[src/rtl/fetch_pc_ctrl_if.sv]
// -----------------------------------------------------------------------------
// fetch_pc_ctrl_if
//
// Bundles every non-clock signal between the IF-stage program-counter/hazard
// controller (fetch_pc_ctrl) and the rest of the pipeline.
//
// Signals:
//   Instruction   32          instruction currently held in IF/ID
//   LookAhead     32          instruction immediately following Instruction
//   BranchValid   1           ID has resolved the pending branch this cycle
//   BranchTaken   1           resolved direction, meaningful with BranchValid
//   BranchOffset  16          signed word offset, meaningful when taken
//   JumpRegister  1           JR sits in ID this cycle
//   RegTarget     ADDR_WIDTH  JR target register value
//   PCResult      ADDR_WIDTH  registered fetch address
//   Stall         1           registered; IF/ID must hold while 1
//   WriteRA       1           registered one-cycle pulse: write link to $31
//   RASTop        ADDR_WIDTH  top return-address-stack entry
//   RASEmpty      1           return-address stack holds no entries
//   RASHit        1           RAS top matches RegTarget
//
// Modports:
//   master  the controller (drives the fetch address and hazard outputs)
//   slave   the pipeline side (drives decoded instruction / resolution info)
// -----------------------------------------------------------------------------
interface fetch_pc_ctrl_if #(
    parameter int unsigned ADDR_WIDTH = 32
);
    logic [31:0]           Instruction;
    logic [31:0]           LookAhead;
    logic                  BranchValid;
    logic                  BranchTaken;
    logic [15:0]           BranchOffset;
    logic                  JumpRegister;
    logic [ADDR_WIDTH-1:0] RegTarget;
    logic [ADDR_WIDTH-1:0] PCResult;
    logic                  Stall;
    logic                  WriteRA;
    logic [ADDR_WIDTH-1:0] RASTop;
    logic                  RASEmpty;
    logic                  RASHit;

    modport master (
        input  Instruction,
        input  LookAhead,
        input  BranchValid,
        input  BranchTaken,
        input  BranchOffset,
        input  JumpRegister,
        input  RegTarget,
        output PCResult,
        output Stall,
        output WriteRA,
        output RASTop,
        output RASEmpty,
        output RASHit
    );

    modport slave (
        output Instruction,
        output LookAhead,
        output BranchValid,
        output BranchTaken,
        output BranchOffset,
        output JumpRegister,
        output RegTarget,
        input  PCResult,
        input  Stall,
        input  WriteRA,
        input  RASTop,
        input  RASEmpty,
        input  RASHit
    );
endinterface

[src/rtl/fetch_pc_ctrl.sv]
// -----------------------------------------------------------------------------
// fetch_pc_ctrl
//
// Program-counter and fetch-hazard controller for the IF stage of the 5-stage
// pipeline. Owns the PC and its sequential increment, and resolves the three
// fetch hazards through a small state machine:
//   RUN       normal fetch; decodes the instruction in IF/ID
//   BR_WAIT   branch seen; hold the PC until ID resolves it
//   JAL_WAIT  JAL seen; link write issued, jump on the following cycle
//   LD_STALL  load-use hazard; exactly one bubble
// A circular return-address stack (RAS) records the PC of every JAL and is
// popped by JR so that the pipeline can compare predicted and real targets.
//
// Parameters:
//   ADDR_WIDTH   width of PC and all address ports
//   INCR         sequential increment (1 = word, 4 = byte addressing)
//   RESET_ADDR   PC value after reset
//   BRANCH_WAIT  cycles held after branch detection before a resolution is
//                accepted (>= 1)
//   RAS_DEPTH    return-address-stack entries (power of 2, >= 2)
//
// Ports:
//   Clk    clock, all state updates on the rising edge
//   Reset  synchronous, active-high; overrides every other input
//   bus    fetch_pc_ctrl_if.master, see the interface for signal meanings
// -----------------------------------------------------------------------------
module fetch_pc_ctrl #(
    parameter int unsigned           ADDR_WIDTH  = 32,
    parameter int unsigned           INCR        = 1,
    parameter logic [ADDR_WIDTH-1:0] RESET_ADDR  = '0,
    parameter int unsigned           BRANCH_WAIT = 2,
    parameter int unsigned           RAS_DEPTH   = 4
) (
    input  logic             Clk,
    input  logic             Reset,
    fetch_pc_ctrl_if.master  bus
);

    // Wait counter only ever holds BRANCH_WAIT-1 down to 0.
    localparam int CNT_W = (BRANCH_WAIT > 1) ? $clog2(BRANCH_WAIT) : 1;
    localparam int PTR_W = $clog2(RAS_DEPTH);

    localparam logic [5:0] OP_REGIMM = 6'b000001;
    localparam logic [5:0] OP_J      = 6'b000010;
    localparam logic [5:0] OP_JAL    = 6'b000011;
    localparam logic [5:0] OP_BEQ    = 6'b000100;
    localparam logic [5:0] OP_BNE    = 6'b000101;
    localparam logic [5:0] OP_BLEZ   = 6'b000110;
    localparam logic [5:0] OP_BGTZ   = 6'b000111;
    localparam logic [5:0] OP_LW     = 6'b100011;

    typedef enum logic [1:0] {
        RUN,
        BR_WAIT,
        JAL_WAIT,
        LD_STALL
    } state_t;

    state_t                state_q, state_nxt;
    logic [ADDR_WIDTH-1:0] pc_q, pc_nxt;
    logic                  stall_q, stall_nxt;
    logic                  write_ra_q, write_ra_nxt;
    logic [CNT_W-1:0]      cnt_q, cnt_nxt;

    // ---------------------------------------------------------------------
    // Instruction decode
    // ---------------------------------------------------------------------
    logic [5:0] opcode;
    logic [4:0] rt;
    logic       is_branch;
    logic       is_j;
    logic       is_jal;
    logic       load_use;

    assign opcode = bus.Instruction[31:26];
    assign rt     = bus.Instruction[20:16];

    // BLEZ/BGTZ only count as branches in their canonical rt=$0 encoding.
    assign is_branch = (opcode == OP_REGIMM) || (opcode == OP_BEQ) || (opcode == OP_BNE) ||
                       (((opcode == OP_BLEZ) || (opcode == OP_BGTZ)) && (rt == 5'd0));
    assign is_j   = (opcode == OP_J);
    assign is_jal = (opcode == OP_JAL);

    // $0 is hard-wired, so a load into it can never create a real dependency.
    assign load_use = (opcode == OP_LW) && (rt != 5'd0) &&
                      ((rt == bus.LookAhead[25:21]) || (rt == bus.LookAhead[20:16]));

    // Only the rs/rt fields of LookAhead matter; the rest is deliberately ignored.
    logic unused_bits;
    assign unused_bits = &{1'b0, bus.Instruction, bus.LookAhead[31:26], bus.LookAhead[15:0]};

    // ---------------------------------------------------------------------
    // Address arithmetic (all modulo 2^ADDR_WIDTH)
    // ---------------------------------------------------------------------
    logic [ADDR_WIDTH-1:0] pc_incr;
    logic [ADDR_WIDTH-1:0] jump_target;
    logic [ADDR_WIDTH-1:0] branch_target;

    assign pc_incr       = pc_q + ADDR_WIDTH'(INCR);
    // Zero-extends the 26-bit index, or truncates it on narrow address buses.
    assign jump_target   = ADDR_WIDTH'(bus.Instruction[25:0]);
    assign branch_target = pc_q + ADDR_WIDTH'($signed(bus.BranchOffset));

    // ---------------------------------------------------------------------
    // Return-address stack
    // ---------------------------------------------------------------------
    logic [ADDR_WIDTH-1:0] ras_mem [RAS_DEPTH];
    logic [PTR_W-1:0]      ras_ptr;    // index of the current top entry
    logic [PTR_W:0]        ras_count;  // number of valid entries, saturating
    logic                  ras_push;
    logic                  ras_pop;
    logic                  ras_empty;
    logic                  ras_full;

    assign ras_empty = (ras_count == '0);
    assign ras_full  = (ras_count == (PTR_W+1)'(RAS_DEPTH));

    always_ff @(posedge Clk) begin
        // NOTE: sequential state uses non-blocking assignments so every register
        // samples pre-edge values regardless of statement order.
        if (Reset) begin
            ras_ptr   <= '0;
            ras_count <= '0;
        end else if (ras_push) begin
            // A full stack wraps onto its oldest entry; the count stays saturated.
            ras_ptr <= ras_ptr + PTR_W'(1);
            if (!ras_full) begin
                ras_count <= ras_count + (PTR_W+1)'(1);
            end
        end else if (ras_pop) begin
            ras_ptr   <= ras_ptr - PTR_W'(1);
            ras_count <= ras_count - (PTR_W+1)'(1);
        end
    end

    // NOTE: the entry array has no reset; a zero count already marks every entry
    // invalid, so clearing the storage itself would only cost reset fan-out.
    always_ff @(posedge Clk) begin
        if (!Reset && ras_push) begin
            ras_mem[ras_ptr + PTR_W'(1)] <= pc_q;
        end
    end

    // ---------------------------------------------------------------------
    // State register
    // ---------------------------------------------------------------------
    always_ff @(posedge Clk) begin
        if (Reset) begin
            state_q    <= RUN;
            pc_q       <= RESET_ADDR;
            stall_q    <= 1'b0;
            write_ra_q <= 1'b0;
            cnt_q      <= '0;
        end else begin
            state_q    <= state_nxt;
            pc_q       <= pc_nxt;
            stall_q    <= stall_nxt;
            write_ra_q <= write_ra_nxt;
            cnt_q      <= cnt_nxt;
        end
    end

    // ---------------------------------------------------------------------
    // Next-state and output logic
    // ---------------------------------------------------------------------
    always_comb begin
        // NOTE: every signal gets a default first so no path through the case
        // leaves one unassigned and infers a latch.
        state_nxt    = state_q;
        pc_nxt       = pc_q;
        stall_nxt    = stall_q;
        write_ra_nxt = 1'b0;
        cnt_nxt      = cnt_q;
        ras_push     = 1'b0;
        ras_pop      = 1'b0;

        unique case (state_q)
            RUN: begin
                stall_nxt = 1'b0;
                if (bus.JumpRegister) begin
                    pc_nxt  = bus.RegTarget;
                    ras_pop = !ras_empty;
                end else if (is_branch) begin
                    stall_nxt = 1'b1;
                    cnt_nxt   = CNT_W'(BRANCH_WAIT - 1);
                    state_nxt = BR_WAIT;
                end else if (is_j) begin
                    pc_nxt = jump_target;
                end else if (is_jal) begin
                    // Link value pushed is the PC of the JAL itself.
                    write_ra_nxt = 1'b1;
                    stall_nxt    = 1'b1;
                    ras_push     = 1'b1;
                    state_nxt    = JAL_WAIT;
                end else if (load_use) begin
                    stall_nxt = 1'b1;
                    state_nxt = LD_STALL;
                end else begin
                    pc_nxt = pc_incr;
                end
            end

            BR_WAIT: begin
                // Resolutions arriving before the wait window has drained are
                // stale and ignored; there is deliberately no timeout.
                stall_nxt = 1'b1;
                if (cnt_q != '0) begin
                    cnt_nxt = cnt_q - CNT_W'(1);
                end else if (bus.BranchValid) begin
                    // Not taken keeps the held PC, which is already the
                    // fall-through fetch address.
                    if (bus.BranchTaken) begin
                        pc_nxt = branch_target;
                    end
                    stall_nxt = 1'b0;
                    state_nxt = RUN;
                end
            end

            JAL_WAIT: begin
                // IF/ID is still holding the JAL, so its target is on Instruction.
                pc_nxt    = jump_target;
                stall_nxt = 1'b0;
                state_nxt = RUN;
            end

            LD_STALL: begin
                pc_nxt    = pc_incr;
                stall_nxt = 1'b0;
                state_nxt = RUN;
            end

            default: begin
                state_nxt = RUN;
            end
        endcase
    end

    // ---------------------------------------------------------------------
    // Outputs
    // ---------------------------------------------------------------------
    assign bus.PCResult = pc_q;
    assign bus.Stall    = stall_q;
    assign bus.WriteRA  = write_ra_q;
    assign bus.RASTop   = ras_mem[ras_ptr];
    assign bus.RASEmpty = ras_empty;
    assign bus.RASHit   = !ras_empty && (ras_mem[ras_ptr] == bus.RegTarget);

endmodule

[src/flat_wrapper.sv]
// flat-port wrapper written by rule: the top's interface ports become plain ports
module fetch_pc_ctrl_flat 
#(
    parameter int unsigned           ADDR_WIDTH  = 32,
    parameter int unsigned           INCR        = 1,
    parameter logic [ADDR_WIDTH-1:0] RESET_ADDR  = '0,
    parameter int unsigned           BRANCH_WAIT = 2,
    parameter int unsigned           RAS_DEPTH   = 4
)
  (Clk, Reset, bus_Instruction, bus_LookAhead, bus_BranchValid, bus_BranchTaken, bus_BranchOffset, bus_JumpRegister, bus_RegTarget, bus_PCResult, bus_Stall, bus_WriteRA, bus_RASTop, bus_RASEmpty, bus_RASHit);
  fetch_pc_ctrl_if #(.ADDR_WIDTH(ADDR_WIDTH)) bus_i ();
  input  logic Clk;
  input  logic Reset;
  input wire logic [$bits(bus_i.Instruction)-1:0] bus_Instruction;
  input wire logic [$bits(bus_i.LookAhead)-1:0] bus_LookAhead;
  input wire logic [$bits(bus_i.BranchValid)-1:0] bus_BranchValid;
  input wire logic [$bits(bus_i.BranchTaken)-1:0] bus_BranchTaken;
  input wire logic [$bits(bus_i.BranchOffset)-1:0] bus_BranchOffset;
  input wire logic [$bits(bus_i.JumpRegister)-1:0] bus_JumpRegister;
  input wire logic [$bits(bus_i.RegTarget)-1:0] bus_RegTarget;
  output wire logic [$bits(bus_i.PCResult)-1:0] bus_PCResult;
  output wire logic [$bits(bus_i.Stall)-1:0] bus_Stall;
  output wire logic [$bits(bus_i.WriteRA)-1:0] bus_WriteRA;
  output wire logic [$bits(bus_i.RASTop)-1:0] bus_RASTop;
  output wire logic [$bits(bus_i.RASEmpty)-1:0] bus_RASEmpty;
  output wire logic [$bits(bus_i.RASHit)-1:0] bus_RASHit;
  assign bus_i.Instruction = bus_Instruction;
  assign bus_i.LookAhead = bus_LookAhead;
  assign bus_i.BranchValid = bus_BranchValid;
  assign bus_i.BranchTaken = bus_BranchTaken;
  assign bus_i.BranchOffset = bus_BranchOffset;
  assign bus_i.JumpRegister = bus_JumpRegister;
  assign bus_i.RegTarget = bus_RegTarget;
  assign bus_PCResult = bus_i.PCResult;
  assign bus_Stall = bus_i.Stall;
  assign bus_WriteRA = bus_i.WriteRA;
  assign bus_RASTop = bus_i.RASTop;
  assign bus_RASEmpty = bus_i.RASEmpty;
  assign bus_RASHit = bus_i.RASHit;
  fetch_pc_ctrl #(.ADDR_WIDTH(ADDR_WIDTH), .INCR(INCR), .RESET_ADDR(RESET_ADDR), .BRANCH_WAIT(BRANCH_WAIT), .RAS_DEPTH(RAS_DEPTH)) u_core (.Clk(Clk), .Reset(Reset), .bus(bus_i));
endmodule
[config.mk]
export PLATFORM = sky130hd
export DESIGN_NAME = fetch_pc_ctrl_flat
export DESIGN_NICKNAME = d
export VERILOG_FILES = /design/src/rtl/fetch_pc_ctrl_if.sv /design/src/rtl/fetch_pc_ctrl.sv /design/src/flat_wrapper.sv
export SDC_FILE = /design/constraint.sdc
export NUM_CORES = 1
export LEC_CHECK = 0
export CORE_ASPECT_RATIO = 1.25
export CORE_UTILIZATION = 39
export CTS_BUF_LIST = sky130_fd_sc_hd__clkbuf_8
export DETAILED_ROUTE_END_ITERATION = 7
export DONT_BUFFER_PORTS = 1
export GPL_TIMING_DRIVEN = 0
export SLEW_MARGIN = 10
export SYNTH_ARGS = -nofsm -noshare
export SYNTH_HDL_FRONTEND = slang
export SYNTH_SLANG_ARGS = --single-unit
[constraint.sdc]
create_clock -name Clk -period 2.7 [get_ports Clk]
set_input_delay 0.405 -clock Clk [delete_from_list [all_inputs] [get_ports Clk]]
set_output_delay 0.405 -clock Clk [all_outputs]
set_load 0.005 [all_outputs]
==> results.md, run 1 <==
- Outcome: finished with violations
- Violated checks: negative setup slack
- Top-area cell type share of the netlist area: 40.5%
- Worst rel slew slack: 32.5%
- CTS tree: done
- Grt ovf: 0
- Clock Pin Slew Worst Setup and Hold Paths: 0.10 ns
- Via count: 7,306
- Starting Density: 39.9%
- Vias in the first global route: 6,958
- Pins Over Slew Limit: 0
- Hold crit path type: input pin to flop
- Worst reg2reg startpoint: u_core.bus.PCResult[0]
- Crit path arrival time: 3.19 ns
- Tot GR Track Use: 25.2%
- Reg power frac: 43.7%
- Most common cell in the netlist: edfxtp_1
- PwrDens: 633 nW/um^2
- NetSw: 2.39 mW
- Vias per inst: 6.08
- Final wirelength: 31,400 um
- Post-route DRC: 0
- Startpoint types: flop
- Post-route minimum period: 3.59 ns
- Post-synth top cells: edfxtp_1, nor2_1, nand2_1
- Pre-antenna DRT Iters: 5
- Detailed placement HPWL: 23,000 um
- CP Class: flop to primary output
- P_int: 4.72 mW
- Remaining antenna violation count: 0
- Sw frac: 33.7%
- Total power: 7.11 mW
- First-pass GRT wire length: 44,900 um
- Final GP Congestion: 0.881
- IO Port Bufs: 0
- Syn_nets: 967
- Clk sink count: 172
- Post-synth EDFFs: 128
- Worst-Skew Late Latency: 0.49 ns
- Post-Syn Area: 9490 sq um
- HP Start: bus_RegTarget[30]
- Die height: 176 um
- Fin. Hold Viols: 0
- H-tree depth: 4
- Worst hold margin: 0.107 ns
- Top cells by area, synth: edfxtp_1, dfxtp_1, mux4_2, ha_1, xnor2_1
- CTS Buf Count: 17
- Clock Tree Buf Depth: 2
- Register area share after synthesis: 49.8%
- Max FO, Critical Path: 5
- Critical Path End Type: primary output
- Post-layout util: 47.2%
- First DRT Iteration DRCs: 790
- Synth Instances: 812
- Synth warnings: 0
- Nets: 1,017
- Final setup vio count: 15
- Die area: 25,000 sq um
- Avg Synthesized Cell Area: 11.7 sq um
- I/O pin cnt: 185
- Final WS setup: -0.891 ns
- Std-Cell Rows: 63
- TNS Setup: -3.66 ns
- Core area: 23,800 sq um
- RSZ-0062 raised after global routing: yes
- Maximum vdd ir drop: 0.000299 V
- Period utilization: 133%
- Comb power frac: 29.6%
- Yosys cell types: 73
- LEAKAGE: 3.84 nW
- Max-Cap Viols: 0
- Largest net degree at the start of global routing: 21
- Fmax: 279 MHz
- Root Buffer: clkbuf_8
- Async set-reset flop share out of synthesis: 0%
- Clk pwr share: 26.7%
- Top cell type by total area after synthesis: edfxtp_1
- WP data required: 2.30 ns
- Die width: 142 um
- Clk_skew: 0.00928 ns
- Synth Flop Type: edfxtp_1
- Number of synthesized register bits: 172
- Synth-to-Final Area Change: 18.5%
- Worst Tran Pin Value: 1.00 ns
- Share of cells above drive strength 1: 24.1%
- WL/cell: 26.1 um
- Initial antenna violation count: 2
-- registers in the layout (all words and copies together) (netlist names), named ones only --
register and cells:
u_core.ras_mem 128, u_core.bus.PCResult 32, u_core.ras_count 3, u_core.ras_ptr 2, u_core.state_q 2, u_core.bus.Stall 1
u_core.bus.WriteRA 1, u_core.cnt_q 1
-- final cells by class --
class	count	area, sq um
clock buffers	17	234
well taps	325	407
fillers	2166	12600
multi-input cells	590	5040
flip-flops and latches	172	4790
diodes	2	5.00
inverters	14	52.6
repair buffers	32	349
clock inverters	15	164
plain buffers	35	200
-- power groups by stage --
stage / registers (mW) / logic, mW / clock network (mW)
floorplan: 3.10 / 1.38 / 0
global placement: 3.17 / 1.77 / 0
detailed placement: 3.18 / 1.79 / 0
CTS: 3.11 / 2.04 / 1.91
global route: 3.13 / 2.26 / 2.01
finish: 3.11 / 2.11 / 1.90
-- critical path: stages (launching register included) --
cell and delay (ns):
dfxtp_2 0.34, buf_6 0.13, buf_12 0.14, mux4_2 0.60
xor2_4 0.21, nor4_2 0.25, nand4_1 0.25, or4_4 0.60
nor4_4 0.17
-- cells by family after synthesis --
group / Yosys count / share of synthesized area (%)
compound gates: 190 / 14.2
mux: 33 / 7.74
flops: 172 / 49.8
xor+xnor: 93 / 8.58
simple gates: 236 / 12.1
buf+inv: 50 / 2.33
fa+ha+maj: 38 / 5.17
-- repair_timing --
item,in CTS,in global routing
setup endpoints to repair,169,105
buffers inserted,18,12
hold buffers,0,0
cloned,0,0
gates resized for setup,92,48
pin swaps,47,47
-- layout by cell type (no fill, tap or decap), types with 17 or more instances in the layout --
cell	synthesis	routed
edfxtp_1	128	128
nor2_1	70	67
nand2_1	57	55
xnor2_1	49	44
xor2_1	44	42
mux4_2	31	32
o21ai_0	36	31
a21oi_1	37	31
ha_1	36	25
dfxtp_1	44	21
nand3_1	20	20
clkbuf_1	27	18
clkbuf_8	0	17
-- metrics by stage --
step,area [sq um],setup WS [ns],instances
2_1_floorplan,9550,-0.0452,812
3_3_place_gp,9960,-1.04,1137
3_5_place_dp,10100,-1.03,1141
4_1_cts,11000,-0.925,1191
5_1_grt,11200,-0.981,1200
6_report,11200,-0.891,1202
-- routing by layer --
metal	part of all wire, %	track usage (%)
met5	0	0
met4	4.4	11.6
met3	8.4	7.08
met2	49	42.0
met1	38	30.3
-- worst paths after layout --
kind | cells after the start | slack (ns) | end
max | 8 | -0.89 | bus_RASHit
min | 2 | 0.11 | u_core.bus.PCResult[30]
max reg2reg | 13 | -0.34 | u_core.bus.PCResult[26]
min reg2reg | 2 | 0.53 | u_core.ras_count[1]
Note: power is estimated with default switching activity, not from simulation.
==> inputs of run 2 (changes only) <==
--- a/config.mk
+++ b/config.mk
@@ -11,7 +11,9 @@
 export DETAILED_ROUTE_END_ITERATION = 7
 export DONT_BUFFER_PORTS = 1
 export GPL_TIMING_DRIVEN = 0
+export SKIP_LAST_GASP = 1
 export SLEW_MARGIN = 10
 export SYNTH_ARGS = -nofsm -noshare
 export SYNTH_HDL_FRONTEND = slang
 export SYNTH_SLANG_ARGS = --single-unit
+export TNS_END_PERCENT = 20
==> results.md, run 2 (synthesized netlist as in run 1, its figures left out) <==
- Outcome: finished with violations (unchanged)
- Violated checks: negative setup slack (unchanged)
- Die height: 176 um (unchanged)
- H-tree depth: 4 (unchanged)
- LEAKAGE: 3.77 nW (was 3.84 nW)
- Final GP Congestion: 0.916 (was 0.881)
- Die width: 142 um (unchanged)
- Top cell family by delay on the critical path: simple AND/OR/NAND/NOR gates (unchanged)
- Clock Pin Slew Worst Setup and Hold Paths: 0.09 ns (was 0.10 ns)
- NetSw: 2.28 mW (was 2.39 mW)
- RSZ-0062 raised after global routing: yes (unchanged)
- Max FO, Critical Path: 5 (unchanged)
- Antenna Cells: 0 (was 2)
- Final WS setup: -0.912 ns (was -0.891 ns)
- Tot GR Track Use: 25.8% (was 25.2%)
- Worst Tran Pin Value: 0.922 ns (was 1.00 ns)
- Remaining antenna violation count: 0 (unchanged)
- Root Buffer: clkbuf_8 (unchanged)
- Synth-to-Final Area Change: 16.5% (was 18.5%)
- Via count: 7,257 (was 7,306)
- Fin cells: 1,196 (was 1,202)
- Max-Cap Viols: 0 (unchanged)
- Commonest non-fill, non-tap cell in the layout: edfxtp_1 (unchanged)
- Maximum vdd ir drop: 0.000311 V (was 0.000299 V)
- Initial antenna violation count: 2 (unchanged)
- Sw frac: 33.6% (was 33.7%)
- First-pass GRT wire length: 46,000 um (was 44,900 um)
- Startpoint types: flop (unchanged)
- First DRT Iteration DRCs: 722 (was 790)
- Placed Cells: 1,141 (unchanged)
- P_int: 4.50 mW (was 4.72 mW)
- CP Buf/Inv Count: 3 (was 2)
- Post-route minimum period: 3.61 ns (was 3.59 ns)
- WL/cell: 26.4 um (was 26.1 um)
- PwrDens: 613 nW/um^2 (was 633 nW/um^2)
- Clock Tree Buf Depth: 2 (unchanged)
- Final wirelength: 31,600 um (was 31,400 um)
- CP max stage delay: 0.59 ns (was 0.60 ns)
- Worst hold margin: 0.118 ns (was 0.107 ns)
- Fmax: 277 MHz (was 279 MHz)
- Crit path arrival time: 3.21 ns (was 3.19 ns)
- Fin. Hold Viols: 0 (unchanged)
- Largest net degree at the start of global routing: 21 (unchanged)
- Clk pwr share: 24.4% (was 26.7%)
- Slowest CP cell: or4_4 (was mux4_2)
- Max FFs per register: 128 (unchanged)
- Vias per inst: 6.07 (was 6.08)
- CTS tree: done (unchanged)
- Clk_skew: 0.0192 ns (was 0.00928 ns)
- Die area: 25,000 sq um (unchanged)
- Worst-Skew Late Latency: 0.49 ns (about the same)
- I/O pin cnt: 185 (unchanged)
- CTS Buf Count: 17 (unchanged)
- Vias in the first global route: 7,117 (was 6,958)
- Pre-antenna DRT Iters: 5 (unchanged)
- Period utilization: 134% (was 133%)
- Reg power frac: 45.9% (was 43.7%)
- CP Class: flop to primary output (unchanged)
- Critical Path End Type: primary output (unchanged)
- Clk sink count: 172 (unchanged)
- Worst rel slew slack: 38.1% (was 32.5%)
- Largest Register: u_core.ras_mem (unchanged)
- Most frequent cells in the layout: edfxtp_1, nor2_1, nand2_1 (unchanged)
- Detailed placement HPWL: 22,800 um (was 23,000 um)
- IO Port Bufs: 0 (unchanged)
- Starting Density: 39.9% (unchanged)
- WP data required: 2.30 ns (about the same)
- Post-route DRC: 0 (unchanged)
- Std-Cell Rows: 63 (unchanged)
- Pins Over Slew Limit: 0 (unchanged)
- Final setup vio count: 14 (was 15)
- Nets: 1,013 (was 1,017)
- Hold crit path type: input pin to flop (unchanged)
- Crit-path cells: buf_6 -> buf_12 -> buf_4 -> mux4_2 -> xor2_2 -> nor4_1 -> nand4_1 -> or4_4 -> nor4_4 (was buf_6 -> buf_12 -> mux4_2 -> xor2_4 -> nor4_2 -> nand4_1 -> or4_4 -> nor4_4)
- Core area: 23,800 sq um (unchanged)
- Grt ovf: 0 (unchanged)
- Comb power frac: 29.7% (was 29.6%)
- Setup WS pre-CTS: -1.11 ns (was -1.03 ns)
- Share of cells above drive strength 1: 22.3% (was 24.1%)
[run 2: final timing paths]
kind                               start                      end  slack [ns]  cells past startpoint
hold reg to reg             u_core.cnt_q             u_core.cnt_q        0.51                      2
setup / recovery                    flop               bus_RASHit       -0.91                      9
hold / removal        bus_Instruction[0]   u_core.bus.PCResult[0]        0.12                      2
setup reg to reg  u_core.bus.PCResult[0]  u_core.bus.PCResult[26]       -0.27                     13
[run 2: through the flow]
step / TNS [ns] / power [mW] / utilization, % / area (sq um)
2_1_floorplan: -0.143 / 4.47 / - / 9530
3_3_place_gp: -144.26 / 4.95 / 41.7 / 9940
3_5_place_dp: -29.22 / 4.97 / 42.2 / 10100
4_1_cts: -5.43 / 6.76 / 45.6 / 10900
5_1_grt: -12.65 / 7.08 / 46.4 / 11100
6_report: -2.30 / 6.78 / 46.4 / 11100
[run 2: layout make-up]
cell class	instances	area [sq um]
Inverter	14	52.6
Tap cell	325	407
Buffer	34	195
Sequential cell	172	4790
Clock buffer	17	234
Multi-Input combinational cell	590	4980
Clock inverter	15	101
Fill cell	2195	12800
Timing Repair Buffer	29	292
[run 2: power by group through the flow]
| stage | sequential (mW) | combinational (mW) | clock (mW) |
|---|---|---|---|
| after floorplan | 3.10 | 1.38 | 0 |
| after global placement | 3.17 | 1.78 | 0 |
| after detailed placement | 3.17 | 1.79 | 0 |
| after CTS | 3.11 | 1.98 | 1.68 |
| after global routing | 3.13 | 2.16 | 1.79 |
| final | 3.11 | 2.01 | 1.66 |
[run 2: timing repair]
action                                  4_1_cts  5_1_grt
endpoints found under the setup margin      173      116
gates cloned                                  0        0
pin swaps                                    56       33
hold buffers                                  0        0
resized for setup                            91       34
buffers inserted                             18        9
[run 2: metal layers]
metal	vias up	track usage, %	routed length, um
met5	-	0	17
met2	339	43.1	15500
met4	2	12.9	1600
met1	3593	30.6	11700
met3	82	7.11	2790
li1	3241	-	-
==> inputs of run 3 (changes only) <==
--- a/config.mk
+++ b/config.mk
@@ -11,6 +11,8 @@
 export DETAILED_ROUTE_END_ITERATION = 7
 export DONT_BUFFER_PORTS = 1
 export GPL_TIMING_DRIVEN = 0
+export HOLD_SLACK_MARGIN = 0.15
+export RECOVER_POWER = 50
 export SKIP_LAST_GASP = 1
 export SLEW_MARGIN = 10
 export SYNTH_ARGS = -nofsm -noshare
==> results.md, run 3 (synthesized netlist as in run 1, its figures left out) <==
- Outcome: finished with violations (unchanged)
- Violated checks: negative setup slack (unchanged)
- Pins Over Slew Limit: 0 (unchanged)
- H-tree depth: 4 (unchanged)
- Most frequent cells in the layout: edfxtp_1, nor2_1, nand2_1 (unchanged)
- Startpoint types: flop (unchanged)
- Initial antenna violation count: 2 (unchanged)
- Nets: 1,015 (was 1,013)
- I/O pin cnt: 185 (unchanged)
- CP Class: flop to primary output (unchanged)
- Core area: 23,800 sq um (unchanged)
- PwrDens: 615 nW/um^2 (was 613 nW/um^2)
- Critical Path End Type: primary output (unchanged)
- Die area: 25,000 sq um (unchanged)
- Post-route cell area: 11,000 sq um (was 11,100 sq um)
- Clock Tree Buf Depth: 2 (unchanged)
- WHS Path Cells: 2 (unchanged)
- HP Start: bus_RegTarget[30] (was bus_Instruction[0])
- Final GP Congestion: 0.916 (unchanged)
- Starting Density: 39.9% (unchanged)
- Maximum vdd ir drop: 0.000297 V (was 0.000311 V)
- Post-layout util: 46.3% (was 46.4%)
- Period utilization: 134% (about the same)
- Largest net degree at the start of global routing: 21 (unchanged)
- Crit path arrival time: 3.21 ns (about the same)
- Final setup vio count: 98 (was 14)
- Via count: 7,293 (was 7,257)
- Max FFs per register: 128 (unchanged)
- RSZ-0062 raised after global routing: yes (unchanged)
- Max-Cap Viols: 0 (unchanged)
- Worst-Skew Late Latency: 0.49 ns (about the same)
- Detailed placement HPWL: 22,800 um (unchanged)
- Die width: 142 um (unchanged)
- CTS tree: done (unchanged)
- Clk sink count: 172 (unchanged)
- Commonest non-fill, non-tap cell in the layout: edfxtp_1 (unchanged)
- IO Port Bufs: 0 (unchanged)
- Worst rel slew slack: 35.1% (was 38.1%)
- Std-Cell Rows: 63 (unchanged)
- Largest Register: u_core.ras_mem (unchanged)
- First DRT Iteration DRCs: 800 (was 722)
- Remaining antenna violation count: 0 (unchanged)
- Worst-case reg-to-reg path depth: 11 (was 13)
- Hold Crit Endpoint: u_core.bus.PCResult[30] (was u_core.bus.PCResult[0])
- Post-route minimum period: 3.61 ns (about the same)
- Tot GR Track Use: 25.9% (was 25.8%)
- Fin. Hold Viols: 0 (unchanged)
- Pre-antenna DRT Iters: 8 (was 5)
- Final WS setup: -0.914 ns (was -0.912 ns)
- Placed Area: 10,100 sq um (unchanged)
- Total power: 6.78 mW (about the same)
- Worst Tran Pin Value: 0.966 ns (was 0.922 ns)
- Hold crit path type: input pin to flop (unchanged)
- Worst reg2reg startpoint: u_core.bus.PCResult[12] (was u_core.bus.PCResult[0])
- First-pass GRT wire length: 46,100 um (was 46,000 um)
- Vias in the first global route: 7,133 (was 7,117)
- WP data required: 2.30 ns (about the same)
- Die height: 176 um (unchanged)
- Max FO, Critical Path: 5 (unchanged)
- Reg-to-reg critical path endpoint: u_core.bus.PCResult[27] (was u_core.bus.PCResult[26])
- LEAKAGE: 3.75 nW (was 3.77 nW)
- Clock Pin Slew Worst Setup and Hold Paths: 0.10 ns (was 0.09 ns)
- Clk_skew: 0.0175 ns (was 0.0192 ns)
- Root Buffer: clkbuf_8 (unchanged)
- Final wirelength: 31,600 um (about the same)
- Vias per inst: 6.08 (was 6.07)
- Fmax: 277 MHz (about the same)
- WL/cell: 26.4 um (about the same)
- Grt ovf: 0 (unchanged)
- CTS Buf Count: 17 (unchanged)
- R2R Setup Slk: -0.34 ns (was -0.27 ns)
- Share of cells above drive strength 1: 19.6% (was 22.3%)
- Post-route DRC: 0 (unchanged)
- Synth-to-Final Area Change: 16.2% (was 16.5%)
[run 3: cell count changes in the layout (fill, tap and decap cells not counted), sizes merged]
cell / change
buf: -6
clkbuf: +6
clkdlybuf4s18: -1
clkdlybuf4s25: +1
diode: +1
dlygate4sd3: +2
[run 3: how the worst max path moves through the flow]
stage                   startpoint                 endpoint  slack, ns  cells after the start
6_report                      flop               bus_RASHit      -0.91                      9
5_1_grt                       flop               bus_RASHit      -1.02                      9
4_1_cts                       flop               bus_RASHit      -0.94                      9
3_5_place_dp                  flop               bus_RASHit      -1.11                      7
3_3_place_gp                  flop               bus_RASHit      -1.14                      7
2_1_floorplan  bus_BranchOffset[0]  u_core.bus.PCResult[26]      -0.05                     13
[run 3: critical path: stages, from the launching register on]
cell and delay, ns:
dfxtp_1 0.33, buf_6 0.14, buf_12 0.15, buf_4 0.14
mux4_2 0.56, xor2_2 0.22, nor4_1 0.19, nand4_1 0.22
or4_4 0.59, nor4_4 0.17
[run 3: area by class of cell]
class                   instances  area (sq um)
inverters                      14          52.6
repair buffers                 31           305
well taps                     325           407
plain buffers                  34           195
diodes                          1          2.50
fillers                      2212         12800
multi-input cells             590          4980
clock buffers                  17           234
flip-flops and latches        172          4750
clock inverters                15           101
[run 3: timing repair]
action	in CTS	in global routing
pin swaps	56	33
hold buffers	2	0
setup buffers	18	9
resized for setup	91	34
endpoints found under the setup margin	173	116
hold endpoints to repair	2	0
[run 3: layer usage]
layer | track usage [%] | routed length [um]
met1 | 30.9 | 11600
met2 | 43.2 | 15600
met3 | 6.75 | 2910
met4 | 13.0 | 1420
met5 | 0 | 17
[run 3: power breakdown]
group | internal (mW) | switching [mW] | total (mW)
combinational | 0.938 | 1.08 | 2.02
clock | 0.636 | 1.02 | 1.65
sequential | 2.93 | 0.183 | 3.11
total | 4.50 | 2.28 | 6.78
[run 3: per-stage QoR]
stage,TNS [ns],std cells,worst slack [ns],hold slack (ns)
finish,-15.39,1199,-0.914,0.122
global route,-49.61,1198,-1.02,0.178
CTS,-5.43,1193,-0.939,0.169
detailed placement,-29.22,1141,-1.11,0.497
global placement,-144.26,1137,-1.14,0.489
floorplan,-0.143,812,-0.0452,0.472
